[config.mk]
export PLATFORM = sky130hd
export DESIGN_NAME = pipereg_elastic
export DESIGN_NICKNAME = d
export VERILOG_FILES = /design/src/rtl/pipereg_elastic.sv
export SDC_FILE = /design/constraint.sdc
export NUM_CORES = 1
export LEC_CHECK = 0
export BUFFER_PORTS_ARGS = -buffer_cell sky130_fd_sc_hd__buf_2
export CAP_MARGIN = 30
export CORE_UTILIZATION = 48
export DETAILED_ROUTE_END_ITERATION = 16
export PLACE_DENSITY = 0.71
export SLEW_MARGIN = 0
export SYNTH_ARGS = -nofsm -noshare
export SYNTH_HDL_FRONTEND = slang
export SYNTH_SLANG_ARGS = --single-unit
[constraint.sdc]
create_clock -name clk -period 2.7 [get_ports clk]
set_input_delay 0.27 -clock clk [delete_from_list [all_inputs] [get_ports clk]]
set_output_delay 0.27 -clock clk [all_outputs]
set_load 0.02 [all_outputs]
[src/rtl/pipereg_elastic.sv]
// Elastic inter-stage pipeline register: valid/ready handshake, one skid entry,
// synchronous flush, and control bits forced to zero whenever the stage holds a bubble.
//
// state    | meaning
// ST_EMPTY | no live entry, out_valid=0
// ST_ONE   | main holds the live entry, skid empty
// ST_FULL  | main and skid both live, in_ready=0
module pipereg_elastic #(
    parameter int PAYLOAD_W = 108,
    parameter int CTRL_W    = 10,
    parameter bit CLR_DATA  = 1'b0
) (
    input  logic                 clk,
    input  logic                 nrst,
    input  logic                 flush,
    input  logic                 in_valid,
    output logic                 in_ready,
    input  logic [PAYLOAD_W-1:0] in_data,
    output logic                 out_valid,
    input  logic                 out_ready,
    output logic [PAYLOAD_W-1:0] out_data,
    output logic [1:0]           occupancy
);
    localparam logic [1:0] ST_EMPTY = 2'd0;
    localparam logic [1:0] ST_ONE   = 2'd1;
    localparam logic [1:0] ST_FULL  = 2'd2;

    // Bits that survive a bubble-clear: datapath bits only, or nothing when CLR_DATA is set.
    localparam logic [PAYLOAD_W-1:0] CTRL_MASK = {PAYLOAD_W{1'b1}} >> (PAYLOAD_W - CTRL_W);
    localparam logic [PAYLOAD_W-1:0] KEEP_MASK = CLR_DATA ? '0 : ~CTRL_MASK;

    logic [1:0]           occ_q, occ_d;
    logic [PAYLOAD_W-1:0] main_q, main_d;
    logic [PAYLOAD_W-1:0] skid_q, skid_d;
    logic                 in_ready_q, in_ready_d;
    logic                 in_fire;
    logic                 out_fire;

    assign in_fire  = in_valid & in_ready_q;
    assign out_fire = (occ_q != ST_EMPTY) & out_ready;

    always_comb begin
        occ_d  = occ_q;
        main_d = main_q;
        skid_d = skid_q;
        if (flush) begin
            occ_d  = ST_EMPTY;
            main_d = main_q & KEEP_MASK;
            skid_d = skid_q & KEEP_MASK;
        end else begin
            case (occ_q)
                ST_EMPTY: begin
                    if (in_fire) begin
                        main_d = in_data;
                        occ_d  = ST_ONE;
                    end
                end
                ST_ONE: begin
                    if (in_fire && out_fire) begin
                        main_d = in_data;
                    end else if (in_fire) begin
                        skid_d = in_data;
                        occ_d  = ST_FULL;
                    end else if (out_fire) begin
                        main_d = main_q & KEEP_MASK;
                        occ_d  = ST_EMPTY;
                    end
                end
                ST_FULL: begin
                    if (out_fire) begin
                        main_d = skid_q;
                        skid_d = skid_q & KEEP_MASK;
                        occ_d  = ST_ONE;
                    end
                end
                default: begin
                    main_d = main_q & KEEP_MASK;
                    skid_d = skid_q & KEEP_MASK;
                    occ_d  = ST_EMPTY;
                end
            endcase
        end
        // Registered ready: looks at next occupancy so no path from out_ready reaches in_ready.
        in_ready_d = (occ_d != ST_FULL);
    end

    always_ff @(posedge clk) begin
        if (!nrst) begin
            occ_q      <= ST_EMPTY;
            main_q     <= '0;
            skid_q     <= '0;
            in_ready_q <= 1'b0;
        end else begin
            occ_q      <= occ_d;
            main_q     <= main_d;
            skid_q     <= skid_d;
            in_ready_q <= in_ready_d;
        end
    end

    assign in_ready  = in_ready_q;
    assign out_valid = (occ_q != ST_EMPTY);
    assign out_data  = main_q;
    assign occupancy = occ_q;

endmodule

# --- After elaboration in Yosys (flattened, before gate mapping) ---
# Cells that the tools add are included.
op_classes:
  eq_ne: 10
  mux: 15
  bitwise: 7
  n_reduce_logical: 9
ops:
  columns: ["cell", "n"]
  rows:
  - ["$pmux W108 S3", 2]
  - ["$mux W108", 4]
  - ["$mux W10", 2]
  - ["$mux W2", 6]
  - ["$ne A2 B2 Y1 const B", 6]
  - ["$reduce_and A4 Y1", 2]
  - ["$ne A3 B3 Y1 const B", 2]
  - ["$pmux W2 S3", 1]
  - ["$reduce_and A6 Y1", 1]
  - ["$not A1 Y1", 5]
  - ["$reduce_and A5 Y1", 1]
  - ["$reduce_bool A3 Y1", 1]
  - ["$and A1 B1 Y1", 2]
  - ["$eq A2 B1 Y1 const B", 1]
  - ["$eq A2 B2 Y1 const B", 1]
  - ["$logic_not A2 Y1", 1]
  - ["$reduce_bool A2 Y1", 1]
  - ["$reduce_or A2 Y1", 1]
  - ["$logic_and A1 B1 Y1", 1]
totals:
  regBits: 219
  inputBits: 113
  word_cells: 47

# --- Longest topological paths before layout ---
depth:
  depth_word: 8
  mapped_depth: 8
  mapped_depth_nobuf: 4

# --- Worst setup path after synthesis ---
# Ideal clock, no wire load.
synth_timing:
  kind: "register to register"
  start: "reg occ_q[0] (netlist: occupancy[0])"
  end: "reg skid_q[100]"
  arrival_ns: 1.548
  slack_ns: 1.030
  path_stages_with_launch: 8
  path_cell_list: "dfxtp_1 -> buf_2 -> nor2b_1 -> nand3_1 -> buf_2 -> buf_2 -> nand2_1 -> a21boi_0"
synth_between:
  elab_chain_cells: 5
  elab_cells_between_ends: 10
synth_lines:
  columns: ["item", "line", "text"]
  rows:
  - ["from (decl)", "32", "logic [1:0] occ_q, occ_d;"]
  - ["from (signal assigned)", "89", "occ_q <= ST_EMPTY;"]
  - ["from (signal assigned)", "94", "occ_q <= occ_d;"]
  - ["$reduce_bool A2 Y1", "40", "assign out_fire = (occ_q != ST_EMPTY) & out_ready;"]
  - ["$and A1 B1 Y1", "40", null]
  - ["$logic_and A1 B1 Y1", "59", "if (in_fire && out_fire) begin"]
  - ["$not A1 Y1 (no source line)", null, null]
  - ["$reduce_and A6 Y1 (no source line) (*)", null, null]
  - ["to (signal assigned)", "96", "skid_q <= skid_d;"]
  - ["to (decl)", "34", "logic [PAYLOAD_W-1:0] skid_q, skid_d;"]
# Mark *: on every way between the ends. The rest lies on a longest branch, timed or not.
# A chain may end at the register's enable or synchronous reset.

# --- Worst setup path in the final report ---
layout_timing:
  start: "reg occ_q[1] (netlist: occupancy[1])"
  end: "out out_valid"
layout_between:
  elab_chain_cells: 1
layout_lines:
  columns: ["item", "line", "text"]
  rows:
  - ["$reduce_bool A2 Y1", "102", "assign out_valid = (occ_q != ST_EMPTY);"]
  - ["to (decl)", "19", "output logic out_valid,"]
# Every way passes these cells.

==> results.sh <==
export IMPL_outcome="finished clean"
export IMPL_slew_violations=0
export IMPL_path_cells="buf_4 -> or2_2 -> buf_2"
export IMPL_nets=1282
export IMPL_critPathLaunchType="flip-flop"
export IMPL_die_y_um=137
export IMPL_mostFrequentLayoutCell="buf_2"
export IMPL_finalCritPeriodShare_pct=74.6
export IMPL_wl_met2_um=10000
export IMPL_synthXorXnorAreaFrac_pct=0.200
export IMPL_firstDrtPassIters=6
export IMPL_yosys_cell_types_count=33
export IMPL_die_w_um=137
export IMPL_synth_top_area_share_pct=50.0
export IMPL_clock_sinks=219
export IMPL_r2r_slack_ns=0.69
export IMPL_max_slew_margin_pct=46.4
export IMPL_synth_yosys_seq_area_share_pct=50.0
export IMPL_mappedNetlistArea_um2=8770
export IMPL_instances_no_fill=1409
export IMPL_tightest_slew_ns=0.804
export IMPL_syn_avg_cell_area_um2=8.76
export IMPL_cp_arrival_ns=1.74
export IMPL_synth_edff_count=0
export IMPL_vias=7703
export IMPL_hold_class="in2reg"
export IMPL_fin_util_pct=59.5
export IMPL_synth_area_leaders="dfxtp_1, a22oi_1, nand2_1, a21boi_0, a21oi_1"
export IMPL_core_area_um2=18000
export IMPL_cts_buffers_inserted=23
export IMPL_dieArea_um2=18800
export IMPL_max_stage_delay_ns=0.55
export IMPL_synth_top_family_by_area="compound AO/OA/AOI/OAI gates"
export IMPL_hold_viol=0
export IMPL_clockBufferDepth=3
export IMPL_postRouteAntennaNets=0
export IMPL_async_flop_share_pct=0
export IMPL_ir_drop_mv=0.618
export IMPL_design_area_um2=10700
export IMPL_dp_hpwl_um=12800
export IMPL_crit_type="reg2out"
export IMPL_syn_nets=1114
export IMPL_cts_tree="done"
export IMPL_worstPathBufferInverterCount=2
export IMPL_placed_area_um2=9960
export IMPL_post_place_cells=1373
export IMPL_synth_top_area_cell="dfxtp_1"
export IMPL_numPortBuffers=224
export IMPL_rsz0062_at_grt="no"
export IMPL_overflow=0
export IMPL_synth_compound_area_share_pct=30.9
export IMPL_wl_met1_um=9580
export IMPL_grt_use_total_pct=22.3
export IMPL_fin_skew_ns=0.00839
export IMPL_setup_violations=0
export IMPL_crit_family="flip-flops"
export IMPL_grt_pass1_wl_um=34400
export IMPL_antenna_found_initial=4
export IMPL_cp_max_fo=15
export IMPL_synth_seq_cells=219
export IMPL_drc=0
export IMPL_maxCapViolations=0
export IMPL_required_ns=2.43
export IMPL_grt_max_degree=113
export IMPL_clk_latency_ns=0.49
export IMPL_grt_pass1_vias=7016
export IMPL_yosys_area_share_adder_pct=0
export IMPL_yosys_warnings=0
export IMPL_end_kind="primary output"
export IMPL_start_util_pct=48.8
export IMPL_areaGrowthSynthToFinish_pct=21.9
export IMPL_wl_um=21700
export IMPL_finalWeightedCongestion=0.787
export IMPL_cellLeakagePower_nw=4.44
export IMPL_synthMuxAreaShare_pct=2.28
export IMPL_yosys_area_share_simple_pct=11.2
export IMPL_netlist_instances=1001
export IMPL_post_route_min_period_ns=2.01
export IMPL_cpMaxStageDelayCell="dfxtp_1"
export IMPL_ios=225
export IMPL_met3_length_um=1710
export IMPL_top_layer_used="met5"
export IMPL_max_freq_mhz=497
export IMPL_post_cts_buffers=0
export IMPL_root_buffer="clkbuf_16"
export IMPL_synthFlopType="dfxtp_1"
export IMPL_cts_hold_fix_buffers=0
export IMPL_final_cell_mix="buf_2, dfxtp_1, nand2_1, a22oi_1, a21oi_1"
export IMPL_tns_ns=0
export IMPL_drt_first_iter_violations=502
export IMPL_cts_resized_gates=0
export IMPL_drive_above_1_share_pct=23.9
export IMPL_htree_num_levels=1
export IMPL_power_density_nw_per_um2=661
export IMPL_via_per_inst=5.47
export IMPL_hold_ws_ns=0.0264
export IMPL_wl_per_cell_um=15.4
export IMPL_clk_pin_slew_ns=0.06
export IMPL_num_rows=49
## state kept, by name, summed over array words and instances, names as in the netlist
name / cells
skid_q: 108
out_data: 108
occupancy: 2
in_ready: 1
## metal layers
| metal | GRT usage [%] | vias to the layer above |
|---|---|---|
| met2 | 37.1 | 234 |
| li1 | - | 3864 |
| met5 | 0 | - |
| met3 | 5.22 | 30 |
| met4 | 6.11 | 4 |
| met1 | 28.9 | 3571 |
## final cells by class
class	count	area [um2]
fill	1647	7270
tap	229	287
multi-input combinational	684	3940
inverter	1	3.75
clock inverter	5	77.6
timing repair buffer	240	1340
sequential	219	4380
clock buffer	30	652
antenna	1	2.50
## path summary, 6_finish.rpt
check / from / end / cells past startpoint
worst max-delay path: occupancy[1] / out_valid / 3
worst min-delay path: in_data[90] / skid_q[90] / 3
worst max register to register: occupancy[0] / out_data[106] / 5
worst min register to register: skid_q[94] / skid_q[94] / 2
## synthesized netlist by cell type, types with 11 or more instances
cell        n
nor2_1     22
buf_2      27
and2_1     11
o21ai_0    56
a21oi_1    99
o21ai_1    42
a21boi_0   89
mux2i_1    20
clkbuf_1   55
dfxtp_1   219
nand2_1   197
a22oi_1   108
## worst register-to-register path, stage by stage (launching register included)
cell     delay (ns)
dfxtp_1        0.45
nor2b_4        0.21
o41ai_4        0.44
buf_12         0.41
o21ai_0        0.25
a21oi_1        0.16
## per-stage QoR
stage	worst slack [ns]	total power [W]
after floorplan	1.03	0.00381
after global placement	0.810	0.00405
after detailed placement	0.774	0.00406
after CTS	0.664	0.00715
after global routing	0.555	0.00735
final	0.686	0.00707
## cells by family (layout without fill, tap and decap cells)
kind of cell | after synthesis | after routing
AOI/OAI and AO/OA | 420 | 420
xor gates and xnor gates | 2 | 2
buffers and inverters | 98 | 276
DFF | 219 | 219
muxes | 20 | 20
other | 0 | 1
and+or+nand+nor | 242 | 242
## where the power goes
part	total (W)	internal (W)	switching, W
registers	0.00336	0.00332	0.0000438
clock network	0.00308	0.00187	0.00121
logic	0.000627	0.000249	0.000379
total	0.00707	0.00543	0.00164
Note: power is estimated with default switching activity, not from simulation.
